`config.mk`:
```
export PLATFORM = sky130hd
export DESIGN_NAME = bpu_resolve_ctrl_flat
export DESIGN_NICKNAME = d
export VERILOG_FILES = /design/src/rtl/bpu_resolve_ctrl_pkg.sv /design/src/rtl/bpu_resolve_ctrl_if.sv /design/src/rtl/bpu_resolve_ctrl_upd_fifo.sv /design/src/rtl/bpu_resolve_ctrl.sv /design/src/flat_wrapper.sv
export SDC_FILE = /design/constraint.sdc
export NUM_CORES = 1
export LEC_CHECK = 0
export ABC_CLOCK_PERIOD_IN_PS = 11500
export BUFFER_PORTS_ARGS = -buffer_cell sky130_fd_sc_hd__buf_2
export CORE_MARGIN = 3
export CORE_UTILIZATION = 42
export CTS_CLUSTER_SIZE = 16
export DETAILED_ROUTE_END_ITERATION = 7
export GPL_TIMING_DRIVEN = 0
export PLACE_DENSITY = 0.67
export SYNTH_ARGS = -nofsm -noshare
export SYNTH_HDL_FRONTEND = slang
export SYNTH_HIERARCHICAL = 1
export SYNTH_SLANG_ARGS = --single-unit
export TNS_END_PERCENT = 10
```
`constraint.sdc`:
```
create_clock -name clk -period 11.5 [get_ports clk]
set_input_delay 0.575 -clock clk [delete_from_list [all_inputs] [get_ports clk]]
set_output_delay 0.575 -clock clk [all_outputs]
set_load 0.01 [all_outputs]
```
`src/rtl/bpu_resolve_ctrl_pkg.sv`:
```
// ---------------------------------------------------------------------------
// bpu_resolve_ctrl_pkg
// Shared types for the branch-resolution controller:
//   bpu_upd_t       one predictor update record {pc, taken, target}
//   bpu_rs_state_t  resolution FSM states
//   bpu_correct_pc  next PC implied by a resolved branch
// ---------------------------------------------------------------------------
package bpu_resolve_ctrl_pkg;

   typedef struct packed {
      logic [31:0] pc;
      logic        taken;
      logic [31:0] target;
   } bpu_upd_t;

   typedef enum logic [1:0] {
      IDLE  = 2'd0,
      REDIR = 2'd1,
      DRAIN = 2'd2
   } bpu_rs_state_t;

   // Fall-through is pc+4; the add wraps modulo 2^32 by construction.
   function automatic logic [31:0] bpu_correct_pc(input logic [31:0] pc,
                                                  input logic        taken,
                                                  input logic [31:0] target);
      return taken ? target : (pc + 32'd4);
   endfunction

endpackage

```
`src/rtl/bpu_resolve_ctrl_if.sv`:
```
// ---------------------------------------------------------------------------
// bpu_resolve_ctrl_if
// Bundle between the execute stage / fetch unit / BTB and the resolution
// controller.
//   ex_*            resolved branch from execute (ex_stall back-pressures it)
//   flush           squash IF/ID
//   redirect_*      one-shot fetch redirect
//   upd_*           BTB update channel, valid/ready
//   br_cnt/mis_cnt  performance counters
// modport master : the controller itself
// modport slave  : the surrounding pipeline / BTB
// ---------------------------------------------------------------------------
interface bpu_resolve_ctrl_if #(
   parameter int CNT_W = 32
);
   logic             ex_valid;
   logic             ex_is_br;
   logic [31:0]      ex_pc;
   logic             ex_pred_taken;
   logic [31:0]      ex_pred_target;
   logic             ex_act_taken;
   logic [31:0]      ex_act_target;
   logic             ex_stall;
   logic             flush;
   logic             redirect_valid;
   logic [31:0]      redirect_pc;
   logic             upd_valid;
   logic             upd_ready;
   logic [31:0]      upd_pc;
   logic             upd_taken;
   logic [31:0]      upd_target;
   logic [CNT_W-1:0] br_cnt;
   logic [CNT_W-1:0] mis_cnt;

   modport master (
      input  ex_valid, ex_is_br, ex_pc, ex_pred_taken, ex_pred_target,
             ex_act_taken, ex_act_target, upd_ready,
      output ex_stall, flush, redirect_valid, redirect_pc,
             upd_valid, upd_pc, upd_taken, upd_target, br_cnt, mis_cnt
   );

   modport slave (
      output ex_valid, ex_is_br, ex_pc, ex_pred_taken, ex_pred_target,
             ex_act_taken, ex_act_target, upd_ready,
      input  ex_stall, flush, redirect_valid, redirect_pc,
             upd_valid, upd_pc, upd_taken, upd_target, br_cnt, mis_cnt
   );
endinterface

```
`src/rtl/bpu_resolve_ctrl_upd_fifo.sv`:
```
// ---------------------------------------------------------------------------
// bpu_upd_fifo
// Show-ahead synchronous FIFO of bpu_upd_t records.
//   clk, rst          clock, synchronous active-high reset (empties FIFO)
//   i_push, i_data    write request / record (ignored when full)
//   o_full            no free entry
//   i_pop             consume head (ignored when empty)
//   o_data, o_empty   head record / no valid entry
// Pointers carry one extra wrap bit so full and empty are distinguishable.
// ---------------------------------------------------------------------------
module bpu_upd_fifo
   import bpu_resolve_ctrl_pkg::*;
#(
   parameter int DEPTH = 4
) (
   input  logic     clk,
   input  logic     rst,
   input  logic     i_push,
   input  bpu_upd_t i_data,
   output logic     o_full,
   input  logic     i_pop,
   output bpu_upd_t o_data,
   output logic     o_empty
);

   localparam int AW = $clog2(DEPTH);

   bpu_upd_t     r_mem [DEPTH];
   logic [AW:0]  r_wr_ptr;
   logic [AW:0]  r_rd_ptr;
   logic         w_push;
   logic         w_pop;

   assign o_empty = (r_wr_ptr == r_rd_ptr);
   assign o_full  = (r_wr_ptr[AW] != r_rd_ptr[AW]) &&
                    (r_wr_ptr[AW-1:0] == r_rd_ptr[AW-1:0]);
   assign w_push  = i_push & ~o_full;
   assign w_pop   = i_pop & ~o_empty;
   assign o_data  = r_mem[r_rd_ptr[AW-1:0]];

   // Storage has no reset; emptiness is tracked purely by the pointers.
   always_ff @(posedge clk) begin
      if (w_push) begin
         r_mem[r_wr_ptr[AW-1:0]] <= i_data;
      end
   end

   always_ff @(posedge clk) begin
      if (rst) begin
         r_wr_ptr <= '0;
         r_rd_ptr <= '0;
      end else begin
         if (w_push) r_wr_ptr <= r_wr_ptr + 1'b1;
         if (w_pop)  r_rd_ptr <= r_rd_ptr + 1'b1;
      end
   end

endmodule

```
`src/rtl/bpu_resolve_ctrl.sv`:
```
// ---------------------------------------------------------------------------
// bpu_resolve_ctrl
// Resolves branches from execute, detects mispredictions, issues a one-cycle
// fetch redirect followed by a FLUSH_CYC-cycle IF/ID flush, queues BTB
// updates and counts resolved / mispredicted branches.
//   clk, rst  clock, synchronous active-high reset
//   io_bus    bpu_resolve_ctrl_if.master (execute, redirect, update, counters)
// ---------------------------------------------------------------------------
module bpu_resolve_ctrl
   import bpu_resolve_ctrl_pkg::*;
#(
   parameter int FIFO_DEPTH = 4,
   parameter int FLUSH_CYC  = 2,
   parameter int CNT_W      = 32
) (
   input logic                clk,
   input logic                rst,
   bpu_resolve_ctrl_if.master io_bus
);

   localparam int             DCW        = (FLUSH_CYC > 1) ? $clog2(FLUSH_CYC) : 1;
   localparam logic [DCW-1:0] DRAIN_INIT = DCW'(FLUSH_CYC - 1);
   localparam logic [CNT_W-1:0] CNT_MAX  = {CNT_W{1'b1}};

   bpu_rs_state_t    r_state, w_state_next;
   logic [DCW-1:0]   r_drain_cnt, w_drain_cnt_next;
   logic [31:0]      r_redirect_pc;
   logic [CNT_W-1:0] r_br_cnt;
   logic [CNT_W-1:0] r_mis_cnt;

   logic     w_br_present;
   logic     w_res;
   logic     w_mis;
   logic     w_flush;
   logic     w_redir;
   logic     w_full;
   logic     w_empty;
   logic     w_pop;
   bpu_upd_t w_enq;
   bpu_upd_t w_head;

   // Branches are only considered in IDLE; in REDIR/DRAIN they are wrong-path.
   assign w_br_present = io_bus.ex_valid & io_bus.ex_is_br & (r_state == IDLE);
   assign w_res        = w_br_present & ~w_full;
   assign w_mis        = (io_bus.ex_pred_taken != io_bus.ex_act_taken) |
                         (io_bus.ex_act_taken &
                          (io_bus.ex_pred_target != io_bus.ex_act_target));

   assign w_enq = '{pc: io_bus.ex_pc, taken: io_bus.ex_act_taken,
                    target: io_bus.ex_act_target};
   assign w_pop = ~w_empty & io_bus.upd_ready;

   bpu_upd_fifo #(.DEPTH(FIFO_DEPTH)) u_fifo (
      .clk     (clk),
      .rst     (rst),
      .i_push  (w_res),
      .i_data  (w_enq),
      .o_full  (w_full),
      .i_pop   (w_pop),
      .o_data  (w_head),
      .o_empty (w_empty)
   );

   always_comb begin
      w_state_next     = r_state;
      w_drain_cnt_next = r_drain_cnt;
      w_flush          = 1'b0;
      w_redir          = 1'b0;
      case (r_state)
         IDLE: begin
            if (w_res && w_mis) w_state_next = REDIR;
         end
         REDIR: begin
            w_flush = 1'b1;
            w_redir = 1'b1;
            if (FLUSH_CYC == 1) begin
               w_state_next = IDLE;
            end else begin
               w_state_next     = DRAIN;
               w_drain_cnt_next = DRAIN_INIT;
            end
         end
         DRAIN: begin
            w_flush          = 1'b1;
            w_drain_cnt_next = r_drain_cnt - 1'b1;
            if (r_drain_cnt == DCW'(1)) w_state_next = IDLE;
         end
         default: w_state_next = IDLE;
      endcase
   end

   always_ff @(posedge clk) begin
      if (rst) begin
         r_state       <= IDLE;
         r_drain_cnt   <= '0;
         r_redirect_pc <= '0;
         r_br_cnt      <= '0;
         r_mis_cnt     <= '0;
      end else begin
         r_state     <= w_state_next;
         r_drain_cnt <= w_drain_cnt_next;
         if (w_res && w_mis) begin
            r_redirect_pc <= bpu_correct_pc(io_bus.ex_pc, io_bus.ex_act_taken,
                                            io_bus.ex_act_target);
         end
         if (w_res && (r_br_cnt != CNT_MAX)) r_br_cnt <= r_br_cnt + 1'b1;
         if (w_res && w_mis && (r_mis_cnt != CNT_MAX)) r_mis_cnt <= r_mis_cnt + 1'b1;
      end
   end

   assign io_bus.ex_stall       = w_br_present & w_full;
   assign io_bus.flush          = w_flush;
   assign io_bus.redirect_valid = w_redir;
   assign io_bus.redirect_pc    = r_redirect_pc;
   assign io_bus.br_cnt         = r_br_cnt;
   assign io_bus.mis_cnt        = r_mis_cnt;

   // Head fields read as zero when empty so the port is clean out of reset.
   assign io_bus.upd_valid  = ~w_empty;
   assign io_bus.upd_pc     = w_empty ? 32'd0 : w_head.pc;
   assign io_bus.upd_taken  = ~w_empty & w_head.taken;
   assign io_bus.upd_target = w_empty ? 32'd0 : w_head.target;

endmodule

```
`src/flat_wrapper.sv`:
```
// flat-port wrapper written by rule: the top's interface ports become plain ports
module bpu_resolve_ctrl_flat import bpu_resolve_ctrl_pkg::*;
#(
   parameter int FIFO_DEPTH = 4,
   parameter int FLUSH_CYC  = 2,
   parameter int CNT_W      = 32
)
  (clk, rst, io_bus_ex_valid, io_bus_ex_is_br, io_bus_ex_pc, io_bus_ex_pred_taken, io_bus_ex_pred_target, io_bus_ex_act_taken, io_bus_ex_act_target, io_bus_upd_ready, io_bus_ex_stall, io_bus_flush, io_bus_redirect_valid, io_bus_redirect_pc, io_bus_upd_valid, io_bus_upd_pc, io_bus_upd_taken, io_bus_upd_target, io_bus_br_cnt, io_bus_mis_cnt);
  bpu_resolve_ctrl_if #(.CNT_W(CNT_W)) io_bus_i ();
  input logic clk;
  input logic rst;
  input wire logic [$bits(io_bus_i.ex_valid)-1:0] io_bus_ex_valid;
  input wire logic [$bits(io_bus_i.ex_is_br)-1:0] io_bus_ex_is_br;
  input wire logic [$bits(io_bus_i.ex_pc)-1:0] io_bus_ex_pc;
  input wire logic [$bits(io_bus_i.ex_pred_taken)-1:0] io_bus_ex_pred_taken;
  input wire logic [$bits(io_bus_i.ex_pred_target)-1:0] io_bus_ex_pred_target;
  input wire logic [$bits(io_bus_i.ex_act_taken)-1:0] io_bus_ex_act_taken;
  input wire logic [$bits(io_bus_i.ex_act_target)-1:0] io_bus_ex_act_target;
  input wire logic [$bits(io_bus_i.upd_ready)-1:0] io_bus_upd_ready;
  output wire logic [$bits(io_bus_i.ex_stall)-1:0] io_bus_ex_stall;
  output wire logic [$bits(io_bus_i.flush)-1:0] io_bus_flush;
  output wire logic [$bits(io_bus_i.redirect_valid)-1:0] io_bus_redirect_valid;
  output wire logic [$bits(io_bus_i.redirect_pc)-1:0] io_bus_redirect_pc;
  output wire logic [$bits(io_bus_i.upd_valid)-1:0] io_bus_upd_valid;
  output wire logic [$bits(io_bus_i.upd_pc)-1:0] io_bus_upd_pc;
  output wire logic [$bits(io_bus_i.upd_taken)-1:0] io_bus_upd_taken;
  output wire logic [$bits(io_bus_i.upd_target)-1:0] io_bus_upd_target;
  output wire logic [$bits(io_bus_i.br_cnt)-1:0] io_bus_br_cnt;
  output wire logic [$bits(io_bus_i.mis_cnt)-1:0] io_bus_mis_cnt;
  assign io_bus_i.ex_valid = io_bus_ex_valid;
  assign io_bus_i.ex_is_br = io_bus_ex_is_br;
  assign io_bus_i.ex_pc = io_bus_ex_pc;
  assign io_bus_i.ex_pred_taken = io_bus_ex_pred_taken;
  assign io_bus_i.ex_pred_target = io_bus_ex_pred_target;
  assign io_bus_i.ex_act_taken = io_bus_ex_act_taken;
  assign io_bus_i.ex_act_target = io_bus_ex_act_target;
  assign io_bus_i.upd_ready = io_bus_upd_ready;
  assign io_bus_ex_stall = io_bus_i.ex_stall;
  assign io_bus_flush = io_bus_i.flush;
  assign io_bus_redirect_valid = io_bus_i.redirect_valid;
  assign io_bus_redirect_pc = io_bus_i.redirect_pc;
  assign io_bus_upd_valid = io_bus_i.upd_valid;
  assign io_bus_upd_pc = io_bus_i.upd_pc;
  assign io_bus_upd_taken = io_bus_i.upd_taken;
  assign io_bus_upd_target = io_bus_i.upd_target;
  assign io_bus_br_cnt = io_bus_i.br_cnt;
  assign io_bus_mis_cnt = io_bus_i.mis_cnt;
  bpu_resolve_ctrl #(.FIFO_DEPTH(FIFO_DEPTH), .FLUSH_CYC(FLUSH_CYC), .CNT_W(CNT_W)) u_core (.clk(clk), .rst(rst), .io_bus(io_bus_i));
endmodule
```
# ---- After elaboration in Yosys (flattened, before gate mapping)
# Memory sizes are Yosys's and may differ from the RTL's. A register that Yosys moved wholly into a read port is not among the register bits.
# Index checks and enable logic that the tools add are counted.
dict set report totals {
  latch_bits 0
  input_bits 103
  wordCells 58
  mem_bits_ro 0
  ram_bits 260
  register_bits 105
  memories 1
}
# name depth word_bits read_ports rd_ports_with_merged_regs write_ports line
set mem_list {}
lappend mem_list {u_core.u_fifo.r_mem 4 65 1 1 1 bpu_resolve_ctrl_upd_fifo.sv:28} ;# bpu_upd_t r_mem [DEPTH];
dict set report classes {
  addsub 6
  n_shift 0
  n_lt_le_gt_ge 0
  n_reduce_logical 8
  n_mul 0
  bitwise 12
  eq_ne 11
  mux 13
  div 0
}
# op n
set ops {}
lappend ops {{$mux W32} 3}
lappend ops {{$add A32 B1 Y32 const B} 2}
lappend ops {{$ne A32 B32 Y1 const B} 2}
lappend ops {{$add A32 B3 Y32 const B} 1}
lappend ops {{$ne A32 B32 Y1} 1}
lappend ops {{$and A1 B1 Y1} 9}
lappend ops {{$mux W2} 4}
lappend ops {{$add A3 B1 Y3 const B} 2}
lappend ops {{$pmux W2 S3} 1}
lappend ops {{$logic_and A1 B1 Y1} 4}
lappend ops {{$mux W1} 4}
lappend ops {{$eq A3 B3 Y1} 1}
lappend ops {{$eq A2 B1 Y1 const B} 1}
lappend ops {{$eq A2 B2 Y1} 1}
lappend ops {{$eq A2 B2 Y1 const B} 1}
lappend ops {{$logic_not A2 Y1} 1}
lappend ops {{$ne A1 B1 Y1} 2}
lappend ops {{$ne A2 B1 Y1 const B} 1}
lappend ops {{$ne A2 B2 Y1 const B} 1}
lappend ops {{$not A1 Y1} 2}
lappend ops {{$pmux W1 S2} 1}
lappend ops {{$reduce_and A2 Y1} 1}
lappend ops {{$reduce_bool A2 Y1} 1}
lappend ops {{$reduce_or A2 Y1} 1}
lappend ops {{other kinds (2)} 2}

# ---- Depth between registers and ports, before layout
# Gate-level depths: netlist (run 1).
dict set report depth {
  ltp_word 7
  depth_mapped 12
  depth_no_buf 9
}

# ---- Cells and area by module
# The synthesis (run 1) kept the hierarchy.
# mod area_per_inst_um2 instances seq_area_each_um2 cells_each
set by_module_without_submodules {}
lappend by_module_without_submodules {bpu_upd_fifo 9933.3 1 7967.6 407}
lappend by_module_without_submodules {bpu_resolve_ctrl 6381.1 1 1981.9 805}

# ---- Worst setup path before layout (run 1)
# No wires, ideal clock.
dict set report synth_timing {
  path_type {register -> register}
  startpoint {reg u_core.u_fifo.r_rd_ptr[1]}
  endpoint {mem u_core/u_fifo/r_mem[3][0] in the netlist's numbering (enable)}
  slack_ns 6.159
  setup_time_ns 0.527
  t_arrival_ns 4.814
  stages_incl_launch_ff 9
  path_cell_list {dfxtp_1 -> clkbuf_4 -> xnor2_1 -> nand2_1 -> nor2_1 -> and4b_1 -> clkbuf_1 -> nand2_1 -> a31oi_1}
}
dict set report synth_between {
  elab_chain_cells 7
}
# item line
set synth_rtl {}
lappend synth_rtl {{start: declaration} bpu_resolve_ctrl_upd_fifo.sv:30} ;# logic [AW:0] r_rd_ptr;
lappend synth_rtl {{start signal: assignment} bpu_resolve_ctrl_upd_fifo.sv:54} ;# if (w_pop) r_rd_ptr <= r_rd_ptr + 1'b1;
lappend synth_rtl {{$eq A2 B2 Y1} bpu_resolve_ctrl_upd_fifo.sv:36} ;# (r_wr_ptr[AW-1:0] == r_rd_ptr[AW-1:0]);
lappend synth_rtl {{$logic_and A1 B1 Y1} bpu_resolve_ctrl_upd_fifo.sv:35} ;# assign o_full = (r_wr_ptr[AW] != r_rd_ptr[AW]) &&
lappend synth_rtl {{via u_core.w_full} bpu_resolve_ctrl.sv:36} ;# logic w_full;
lappend synth_rtl {{$not A1 Y1} bpu_resolve_ctrl.sv:44} ;# assign w_res = w_br_present & ~w_full;
lappend synth_rtl {{$and A1 B1 Y1} bpu_resolve_ctrl.sv:44}
lappend synth_rtl {{via u_core.w_res} bpu_resolve_ctrl.sv:32} ;# logic w_res;
lappend synth_rtl {{$and A1 B1 Y1} bpu_resolve_ctrl_upd_fifo.sv:37} ;# assign w_push = i_push & ~o_full;
lappend synth_rtl {{$mux W1} bpu_resolve_ctrl_upd_fifo.sv:43} ;# if (w_push) begin
lappend synth_rtl {{$mux W1 (implied by the code)} bpu_resolve_ctrl_upd_fifo.sv:44} ;# r_mem[r_wr_ptr[AW-1:0]] <= i_data;
lappend synth_rtl {{end: declaration} bpu_resolve_ctrl_upd_fifo.sv:28}
# The timed path passes the listed nets, and every way through them passes these cells.

# ---- Final worst setup path (run 1)
dict set report layout_timing {
  startpoint {reg u_core.u_fifo.r_wr_ptr[0]}
  endpoint {out io_bus_upd_target[12]}
}
dict set report layout_between {
  elab_chain_cells 2
}
# item line
set layout_rtl {}
lappend layout_rtl {{start: declaration} bpu_resolve_ctrl_upd_fifo.sv:29} ;# logic [AW:0] r_wr_ptr;
lappend layout_rtl {{start signal: assignment} bpu_resolve_ctrl_upd_fifo.sv:53} ;# if (w_push) r_wr_ptr <= r_wr_ptr + 1'b1;
lappend layout_rtl {{$eq A3 B3 Y1} bpu_resolve_ctrl_upd_fifo.sv:34} ;# assign o_empty = (r_wr_ptr == r_rd_ptr);
lappend layout_rtl {{via u_core.w_empty} bpu_resolve_ctrl.sv:37} ;# logic w_empty;
lappend layout_rtl {{$mux W32} bpu_resolve_ctrl.sv:122} ;# assign io_bus.upd_target = w_empty ? 32'd0 : w_head.target;
lappend layout_rtl {{end: declaration} flat_wrapper.sv:27} ;# output wire logic [$bits(io_bus_i.upd_target)-1:0] io_bus_upd_target;
# The timed path passes the listed nets, and every way through them passes these cells.

==> impl_metrics.json, run 1 <==
{
  "hold_depth": 1,
  "rrSetupSlack_ps": 7530,
  "synth_area_per_cell_um2": 13.5,
  "synth_compound_gate_area_share_pct": 5.61,
  "synth.most_common_cell": "edfxtp_1",
  "grtUsageMet2_pct": 35.0,
  "gr-usage-met3_pct": 6.25,
  "hpwl_mm": 33.5,
  "path_max_fanout": 10,
  "p_total_mw": 3.59,
  "drt_iter0_drc": 917,
  "cts_setup_buffers": 0,
  "synth_cell_type_count": 58,
  "yosysSeqAreaShare_pct": 61.0,
  "fin_skew_ps": 15.4,
  "clock_latency_ps": 560,
  "grt_pass1_vias": 11200,
  "routedWlPerCell_um": 22.6,
  "power_density_nw_per_um2": 182,
  "syn_to_final_growth_pct": 20.4,
  "track_usage_pct": 22.4,
  "wirelength_mm": 46.8,
  "crit_path_end_kind": "output pin",
  "leakage_nw": 7.05,
  "drive_gt1_share_pct": 29.4,
  "peakVddDrop_mv": 0.115,
  "holdCritPathClass": "input port to flip-flop",
  "p_seq_share_pct": 42.5,
  "yosys_most_used_dff": "edfxtp_1",
  "fin_crit_sh_pct": 41.9,
  "grt_first_pass_wirelength_mm": 69.9,
  "synth_edf_count": 260,
  "pwr-share-clk_pct": 33.0,
  "first_pass_iters": 5,
  "ctsHoldBuffers": 0,
  "root_buffer": "clkbuf_16",
  "switchingPower_mw": 1.05,
  "synth_top_cell_by_area": "edfxtp_1",
  "ys_seq_elements": 367,
  "critPathKind": "flip-flop to output pin",
  "synthArstFlopShare_pct": 0,
  "fin_area_um2": 19700,
  "cts_made_buffers": 39,
  "grt_setup_unrepaired": "false",
  "grt.busiest_layer": "met2",
  "synth-simple-area-share_pct": 14.1,
  "clk_pin_slew_ps": 60,
  "critPathSlowestCell": "clkbuf_1",
  "cts_resized": 0,
  "slowest_delay_ps": 760,
  "core_area_um2": 37900,
  "fin_setup_tns_ps": 0,
  "drv_cap": 0,
  "antenna_found_initial": 8,
  "synth_warnings": 6,
  "grt_max_degree": 36,
  "grt-ovfl-total": 0,
  "synthMuxAreaShare_pct": 11.0,
  "swShare_pct": 29.3,
  "netlist_area_um2": 16300,
  "post-route-drc-count": 0,
  "clk_path_buf_depth": 3,
  "gp_congestion": 0.888,
  "ios": 268,
  "crit_chain": "xnor2_1 > nand2_1 > nor2_1 > clkbuf_1 > clkbuf_1 > nor2b_1 > buf_2",
  "synth_top_cells_by_count": "edfxtp_1, dfxtp_1, nor2b_1",
  "status": "completed",
  "crit_path_frequent_cell": "clkbuf_1",
  "clock_sinks": 367,
  "hold_violations": 0,
  "synth_top_family_by_area": "simple AND/OR/NAND/NOR gates",
  "clock.fmax_ghz": 0.208,
  "htree_levels": 2,
  "num_rows": 71,
  "worst_r2r_endpoint": "u_core/io_bus.redirect_pc[6]",
  "dieWidth_um": 203,
  "die_area_um2": 41200,
  "vias": 11600,
  "synthTopCellsByArea": "edfxtp_1, dfxtp_1, mux4_2",
  "drtAntennaViolNets": 0,
  "crit_cells": 7,
  "crit_path_start_kind": "flip-flop",
  "final_max_slew_viol_count": 0,
  "fin_crit_ps": 4820,
  "use_met1_pct": 31.0,
  "die_h_um": 203,
  "syn_inst": 1212,
  "vias_per_cell": 5.62,
  "worst_r2r_path_depth": 10,
  "port_buffers": 267,
  "synth_xor_area_share_pct": 4.83,
  "worst_r2r_startpoint": "u_core/u_fifo/r_wr_ptr[0]",
  "crit_family": "buffers and inverters",
  "initial_utilization_pct": 43.0,
  "power.internal_mw": 2.53,
  "placed_area_um2": 18400,
  "synthAdderAreaFrac_pct": 0.920,
  "synthesis.nets": 1327,
  "hold_path_end": "u_core/u_fifo/r_mem[3][64]",
  "yosys.area.top_type_share_pct": 47.9,
  "comb_power_share_pct": 24.5,
  "relSlewSlack_pct": 35.9,
  "final_nets": 1641,
  "cp.required_ps": 10930,
  "worstHoldStart": "io_bus_ex_pc[31]",
  "setup_viol_count_final": 0,
  "cp.arrival_ps": 4240,
  "cts_tree": "yes",
  "cp_num_buf_inv": 3,
  "worst_pin_slew_ps": 953
}
-- state kept, by name, indices dropped and copies added (netlist names), named ones only --
name                       cells
u_core/u_fifo/r_rd_ptr         3
u_core/u_fifo/r_wr_ptr         3
u_core/io_bus.mis_cnt         32
u_core/io_bus.redirect_pc     32
u_core/u_fifo/r_mem          260
u_core/r_state                 2
u_core/r_drain_cnt             1
u_core/io_bus.br_cnt          32
-- layout by cell type, fill, tap and decap left out, types with 11 or more instances in the layout --
cell / instances
nor3_1: 27
o211ai_1: 11
mux2_2: 15
a21oi_1: 33
edfxtp_1: 260
clkbuf_1: 52
dfxtp_1: 107
inv_1: 23
and4_1: 13
or3_1: 19
nand2_1: 49
buf_2: 283
nor4_1: 35
mux2i_1: 16
o21ai_0: 41
nand4_1: 24
clkbuf_16: 40
nor2b_1: 81
nor2_1: 71
xnor2_1: 33
nand3_1: 46
a31o_2: 11
ha_1: 12
mux4_2: 65
xor2_1: 57
-- per-stage QoR --
stage	setup WS (ps)	std cells	hold slack [ps]	util [%]
6_report	6680	2071	258	51.8
5_1_grt	6470	2069	256	51.8
4_1_cts	6630	2068	234	51.8
3_5_place_dp	7230	1996	445	48.6
3_3_place_gp	2910	1990	444	48.2
2_1_floorplan	6160	1212	451	-
-- worst reg2reg max path, cell delays in order (launching register included) --
cell and delay [ps]:
dfxtp_1 390, xnor2_1 630, nand2_1 280, nor2_1 300
and4b_1 230, clkbuf_1 300, o21ai_1 380, clkbuf_1 550
clkbuf_1 470, nor4_1 120, a31o_2 240
-- power groups by stage --
| stage | clock [mW] | combinational, mW | sequential (mW) |
|---|---|---|---|
| after global placement | 0 | 0.874 | 1.55 |
| after floorplan | 0 | 0.536 | 1.55 |
| after detailed placement | 0 | 0.889 | 1.55 |
| final | 1.18 | 0.877 | 1.52 |
| after CTS | 1.21 | 0.892 | 1.52 |
| after global routing | 1.27 | 0.951 | 1.53 |
-- worst max-delay path by stage --
| stage | start | endpoint |
|---|---|---|
| finish | u_core/u_fifo/r_wr_ptr[0] | io_bus_upd_target[12] |
| global route | u_core/u_fifo/r_wr_ptr[0] | io_bus_upd_target[13] |
| CTS | u_core/u_fifo/r_wr_ptr[0] | io_bus_upd_target[13] |
| detailed placement | u_core/u_fifo/r_wr_ptr[0] | io_bus_upd_target[13] |
| global placement | u_core/u_fifo/r_wr_ptr[0] | u_core/u_fifo/r_mem[3][50] |
| floorplan | u_core/u_fifo/r_rd_ptr[1] | u_core/u_fifo/r_mem[3][0] |
-- layout make-up --
type,instances,area (um^2)
fillers,3285,18300
flip-flops and latches,367,9950
multi-input cells,752,5980
repair buffers,273,1470
clock buffers,51,1050
well taps,511,639
plain buffers,70,323
clock inverters,21,143
inverters,23,86.3
diodes,3,7.51
-- layer usage --
| layer | vias up | routed length (um) |
|---|---|---|
| met5 | - | 83 |
| met4 | 14 | 1270 |
| met3 | 82 | 4770 |
| met2 | 563 | 21500 |
| met1 | 5720 | 19100 |
| li1 | 5253 | - |
-- cells by family after synthesis --
family	after synthesis
simple gates	413
mux	96
fa+ha+maj	12
buf+inv	93
xor+xnor	90
compound gates	141
flops	367
No activity file was read; power rests on OpenSTA's default activity.
==> inputs of run 2 (changes only) <==
--- a/config.mk
+++ b/config.mk
@@ -5,7 +5,7 @@
 export SDC_FILE = /design/constraint.sdc
 export NUM_CORES = 1
 export LEC_CHECK = 0
-export ABC_CLOCK_PERIOD_IN_PS = 11500
+export ABC_CLOCK_PERIOD_IN_PS = 4700
 export BUFFER_PORTS_ARGS = -buffer_cell sky130_fd_sc_hd__buf_2
 export CORE_MARGIN = 3
 export CORE_UTILIZATION = 42
==> constraint.sdc (replaced) <==
create_clock -name clk -period 4.7 [get_ports clk]
set_input_delay 0.235 -clock clk [delete_from_list [all_inputs] [get_ports clk]]
set_output_delay 0.235 -clock clk [all_outputs]
set_load 0.01 [all_outputs]
==> run 2 against run 1 <==
Effect of this change:
- critical path depth rose by 1
- global-route usage fell by 0.10 points
- combinational power rose to 2.5 times the previous value
- count of clock-buffer cells in the layout fell by 1
- wire length rose by 0.88%
- flip-flop and latch count did not move
- cell count rose by 1.7%
- sequential share of layout area fell by 1.2 points
- non-clock buffer count rose by 38
- register-to-register slack got worse by 6800 ps
- final area rose by 2.3%
- highest routed layer unchanged
==> impl_metrics.json, run 2 (same netlist as run 1, synthesis figures left out) <==
{
  "status": "completed",
  "syn_to_final_growth_pct": 23.3,
  "cts_made_buffers": 39,
  "drv_cap": 0,
  "drt_iter0_drc": 827,
  "hold_depth": 1,
  "fin_skew_ps": 15.1,
  "critPathKind": "flip-flop to output pin",
  "worstHoldStart": "io_bus_ex_act_target[27]",
  "fin_setup_tns_ps": 0,
  "worst_pin_slew_ps": 920,
  "cp.required_ps": 4470,
  "routedWlPerCell_um": 22.4,
  "hpwl_mm": 33.5,
  "die_h_um": 203,
  "placed_cells_incl_taps": 1996,
  "place_ws_ps": 733,
  "path_max_fanout": 10,
  "first_pass_iters": 5,
  "port_buffers": 267,
  "wirelength_mm": 47.2,
  "drive_gt1_share_pct": 28.7,
  "num_rows": 71,
  "track_usage_pct": 22.3,
  "cts_setup_buffers": 0,
  "ios": 268,
  "worst_r2r_endpoint": "u_core/io_bus.redirect_pc[6]",
  "mostFrequentLayoutCell": "buf_2",
  "hold_violations": 0,
  "die_area_um2": 41200,
  "worst_r2r_startpoint": "u_core/u_fifo/r_rd_ptr[1]",
  "vias_per_cell": 5.60,
  "vias": 11800,
  "dieWidth_um": 203,
  "clock.fmax_ghz": 0.222,
  "largest_reg_flops": 260,
  "grt_first_pass_wirelength_mm": 70.0,
  "crit_path_start_kind": "flip-flop",
  "antenna_found_initial": 9,
  "peakVddDrop_mv": 0.268,
  "hold_path_end": "u_core/u_fifo/r_mem[2][27]",
  "multi_input_area_um2": 5980,
  "cts_tree": "yes",
  "rrSetupSlack_ps": 700,
  "setup_viol_count_final": 0,
  "holdCritPathClass": "input port to flip-flop",
  "final_nets": 1679,
  "placed_area_um2": 18400,
  "clk_path_buf_depth": 3,
  "worst_r2r_path_depth": 11,
  "n_fill_cell": 3265,
  "core_area_um2": 37900,
  "gp_congestion": 0.912,
  "grt_setup_unrepaired": "false",
  "p_total_mw": 9.01,
  "relSlewSlack_pct": 38.7,
  "drtAntennaViolNets": 0,
  "cp.arrival_ps": 4270,
  "grt-ovfl-total": 0,
  "initial_utilization_pct": 43.0,
  "clock_sinks": 367,
  "clock_latency_ps": 540,
  "final_cell_mix": "buf_2, edfxtp_1, dfxtp_1",
  "final_core_util_pct": 53.0,
  "grt_max_degree": 43,
  "post-route-drc-count": 0,
  "instances_no_fill": 2106,
  "clk_pin_slew_ps": 60,
  "seq_area_um2": 9950,
  "root_buffer": "clkbuf_16",
  "fin_crit_ps": 4510,
  "grt_pass1_vias": 11400,
  "crit_path_end_kind": "output pin",
  "final_max_slew_viol_count": 0,
  "fin_crit_sh_pct": 95.9,
  "postLayoutSetupSlackWorst_ps": 191,
  "htree_levels": 2,
  "whs_ps": 9.57,
  "fin_area_um2": 20100,
  "leakage_nw": 7.25,
  "power_density_nw_per_um2": 448
}
-- run 2: per-layer routing --
metal / track usage (%) / vias up / wire length (um)
met4: 7.30 / 16 / 1530
met2: 35.5 / 524 / 22000
li1: - / 5336 / -
met3: 6.33 / 81 / 4520
met5: 0 / - / 83
met1: 29.8 / 5828 / 19100
-- run 2: what timing repair did --
action | CTS | global route
gates resized for setup | 0 | 0
hold buffers | 38 | 0
endpoints found under the hold margin | 147 | 0
-- run 2: critical path: stages, from the launching register on --
cell and delay (ps):
dfxtp_1 320, clkbuf_4 170, xnor2_1 550, nand2_1 250, nor2_1 700, clkbuf_1 760, clkbuf_1 580, nor2b_1 220
buf_2 190
-- run 2: worst max path at each step --
stage                                         start                         end  slack [ps]  cells past startpoint
after floorplan           u_core/u_fifo/r_rd_ptr[1]   u_core/u_fifo/r_mem[3][0]         700                      8
after global placement    u_core/u_fifo/r_wr_ptr[0]  u_core/u_fifo/r_mem[3][46]       -1430                      7
after detailed placement  u_core/u_fifo/r_wr_ptr[0]       io_bus_upd_target[13]         730                      7
after CTS                 u_core/u_fifo/r_wr_ptr[0]       io_bus_upd_target[13]         160                      7
after global routing      u_core/u_fifo/r_rd_ptr[0]       io_bus_upd_target[12]          20                      7
final                     u_core/u_fifo/r_rd_ptr[1]       io_bus_upd_target[12]         190                      8
-- run 2: cell type report --
class / count / share of cell area [%]
antenna: 2 / 0.0249
buffer: 70 / 1.61
clock buffer: 50 / 5.16
clock inverter: 20 / 1.18
inverter: 23 / 0.429
multi-input combinational: 752 / 29.7
sequential: 367 / 49.5
tap: 511 / 3.18
timing repair buffer: 311 / 9.21
-- run 2: power breakdown --
group / switching, mW / total, mW / internal, mW
Clock: 1.24 / 3.09 / 1.84
Combinational: 1.27 / 2.20 / 0.928
Sequential: 0.0693 / 3.72 / 3.66
==> inputs of run 3 (changes only) <==
--- a/config.mk
+++ b/config.mk
@@ -5,6 +5,7 @@
 export SDC_FILE = /design/constraint.sdc
 export NUM_CORES = 1
 export LEC_CHECK = 0
+export ABC_AREA = 1
 export ABC_CLOCK_PERIOD_IN_PS = 4700
 export BUFFER_PORTS_ARGS = -buffer_cell sky130_fd_sc_hd__buf_2
 export CORE_MARGIN = 3
==> run 3 against run 2 <==
Effect of this change:
- highest routed layer unchanged
- largest cell class unchanged
- critical path type is now flip-flop to flip-flop
- clock skew is 2.1 ps higher
- largest power group unchanged
- critical endpoint is now u_core/u_fifo/r_mem[0][7]
- synthesized area grew 9.4%
- sequential share of layout area is 4.0 points lower
- register-to-register slack gained 560 ps
- critical path depth increased by 1
==> impl_metrics.json, run 3 <==
{
  "die_area_um2": 45000,
  "path_max_fanout": 26,
  "drive_gt1_share_pct": 19.4,
  "hold_violations": 0,
  "cp.arrival_ps": 3670,
  "yosys_most_used_dff": "edfxtp_1",
  "first_pass_iters": 6,
  "cts_tree": "yes",
  "postLayoutSetupSlackWorst_ps": 1260,
  "synthesis.nets": 2099,
  "cts_setup_buffers": 0,
  "synth_warnings": 6,
  "root_buffer": "clkbuf_16",
  "synth_top_cells_by_count": "nand2_1, nor2_1, edfxtp_1",
  "drv_cap": 0,
  "critPathKind": "flip-flop to flip-flop",
  "fin_setup_tns_ps": 0,
  "drtAntennaViolNets": 0,
  "track_usage_pct": 24.7,
  "power_density_nw_per_um2": 413,
  "initial_utilization_pct": 43.1,
  "synth_top_cell_by_area": "edfxtp_1",
  "syn_to_final_growth_pct": 22.7,
  "largest_reg_flops": 260,
  "grtUsageMet2_pct": 40.7,
  "synth_area_per_cell_um2": 8.99,
  "netlist_area_um2": 17800,
  "wirelength_mm": 56.7,
  "grt.busiest_layer": "met2",
  "crit_path_start_kind": "flip-flop",
  "grt_setup_unrepaired": "false",
  "final_core_util_pct": 52.9,
  "gp_congestion": 0.915,
  "fin_crit_ps": 3440,
  "seq_area_um2": 9950,
  "vias_per_cell": 5.28,
  "place_ws_ps": 1390,
  "synth.most_common_cell": "nand2_1",
  "cts_made_buffers": 40,
  "clock.fmax_ghz": 0.291,
  "syn_inst": 1984,
  "status": "completed",
  "grt_pass1_vias": 14800,
  "vias": 15400,
  "n_fill_cell": 3792,
  "htree_levels": 2,
  "grt_max_degree": 36,
  "synthArstFlopShare_pct": 0,
  "fin_skew_ps": 17.2,
  "gr-usage-met3_pct": 5.33,
  "holdCritPathClass": "input port to flip-flop",
  "p_total_mw": 9.05,
  "final_cell_mix": "nand2_1, nor2_1, buf_2",
  "peakVddDrop_mv": 0.242,
  "yosysSeqAreaShare_pct": 55.8,
  "synth_cell_type_count": 43,
  "cp.required_ps": 4930,
  "dieWidth_um": 212,
  "worst_pin_slew_ps": 986,
  "leakage_nw": 8.81,
  "crit_path_end_kind": "flip-flop",
  "clock_sinks": 367,
  "setup_viol_count_final": 0,
  "mostFrequentLayoutCell": "nand2_1",
  "port_buffers": 267,
  "core_area_um2": 41400,
  "whs_ps": 23.2,
  "relSlewSlack_pct": 34.3,
  "grt-ovfl-total": 0,
  "clk_path_buf_depth": 3,
  "grt_first_pass_wirelength_mm": 85.4,
  "clk_pin_slew_ps": 60,
  "synthTopCellsByArea": "edfxtp_1, dfxtp_1, nand2_1",
  "synth_edf_count": 260,
  "ios": 268,
  "num_rows": 74,
  "post-route-drc-count": 0,
  "multi_input_area_um2": 6620,
  "die_h_um": 212,
  "routedWlPerCell_um": 19.5,
  "final_max_slew_viol_count": 0,
  "final_nets": 2460,
  "yosys.area.top_type_share_pct": 43.8,
  "drt_iter0_drc": 1332,
  "antenna_found_initial": 4,
  "use_met1_pct": 32.9,
  "hpwl_mm": 41.4,
  "ys_seq_elements": 367,
  "fin_crit_sh_pct": 73.2,
  "clock_latency_ps": 550
}
==> run 3: worst paths after layout <==
check	startpoint	to	slack [ps]	cells past startpoint
worst max-delay path	u_core/u_fifo/r_wr_ptr[0]	u_core/u_fifo/r_mem[0][7]	1260	9
worst min-delay path	io_bus_ex_pc[29]	u_core/u_fifo/r_mem[0][62]	20	1
worst max register to register	u_core/u_fifo/r_wr_ptr[0]	u_core/u_fifo/r_mem[0][7]	1260	9
worst min register to register	u_core/r_drain_cnt	u_core/r_drain_cnt	460	1
==> run 3: repair_timing <==
| action | in CTS | in global routing |
|---|---|---|
| hold endpoints to repair | 175 | 0 |
| gates resized for setup | 0 | 0 |
| hold buffers | 45 | 0 |
==> run 3: cell families (layout without fill, tap and decap cells) <==
group / after synthesis / in the layout / synth area share (%)
other cells: 0 / 1 / 0
buf+inv: 291 / 683 / 7.27
xor+xnor: 68 / 68 / 3.34
flops: 367 / 367 / 55.8
compound gates: 337 / 337 / 10.8
simple gates: 909 / 909 / 22.0
fa+ha+maj: 12 / 12 / 0.841
==> run 3: layout make-up <==
type | instances | area share (%)
Antenna cell | 1 | 0.0114
Sequential cell | 367 | 45.4
Multi-Input combinational cell | 1326 | 30.2
Clock inverter | 18 | 1.22
Tap cell | 532 | 3.04
Timing Repair Buffer | 319 | 8.90
Clock buffer | 55 | 5.24
Inverter | 202 | 3.50
Buffer | 89 | 2.44
==> run 3: report_power, final <==
group / switching [mW] / total [mW] / internal (mW)
Clock: 1.29 / 3.33 / 2.05
Combinational: 1.32 / 2.00 / 0.674
Sequential: 0.0745 / 3.72 / 3.64
==> run 3: metal layers <==
metal / vias to the layer above / share of wire (%)
met4: 6 / 2.5
met1: 7274 / 42
met5: - / 0.069
li1: 7351 / -
met2: 630 / 47
met3: 94 / 8.1
==> run 3: worst max-delay path: stages, from the launching register on <==
cell and delay [ps]:
dfxtp_1 440, inv_2 80, nand2_1 70, nand2_1 80
nand3_2 170, inv_1 120, nor2_1 640, nand2_1 370
nor2_4 820, buf_12 290
==> run 3: through the flow <==
stage	instances	instance area [um^2]
finish	2909	21900
global route	2908	21900
CTS	2908	21900
detailed placement	2790	20000
global placement	2783	19800
floorplan	1984	17800
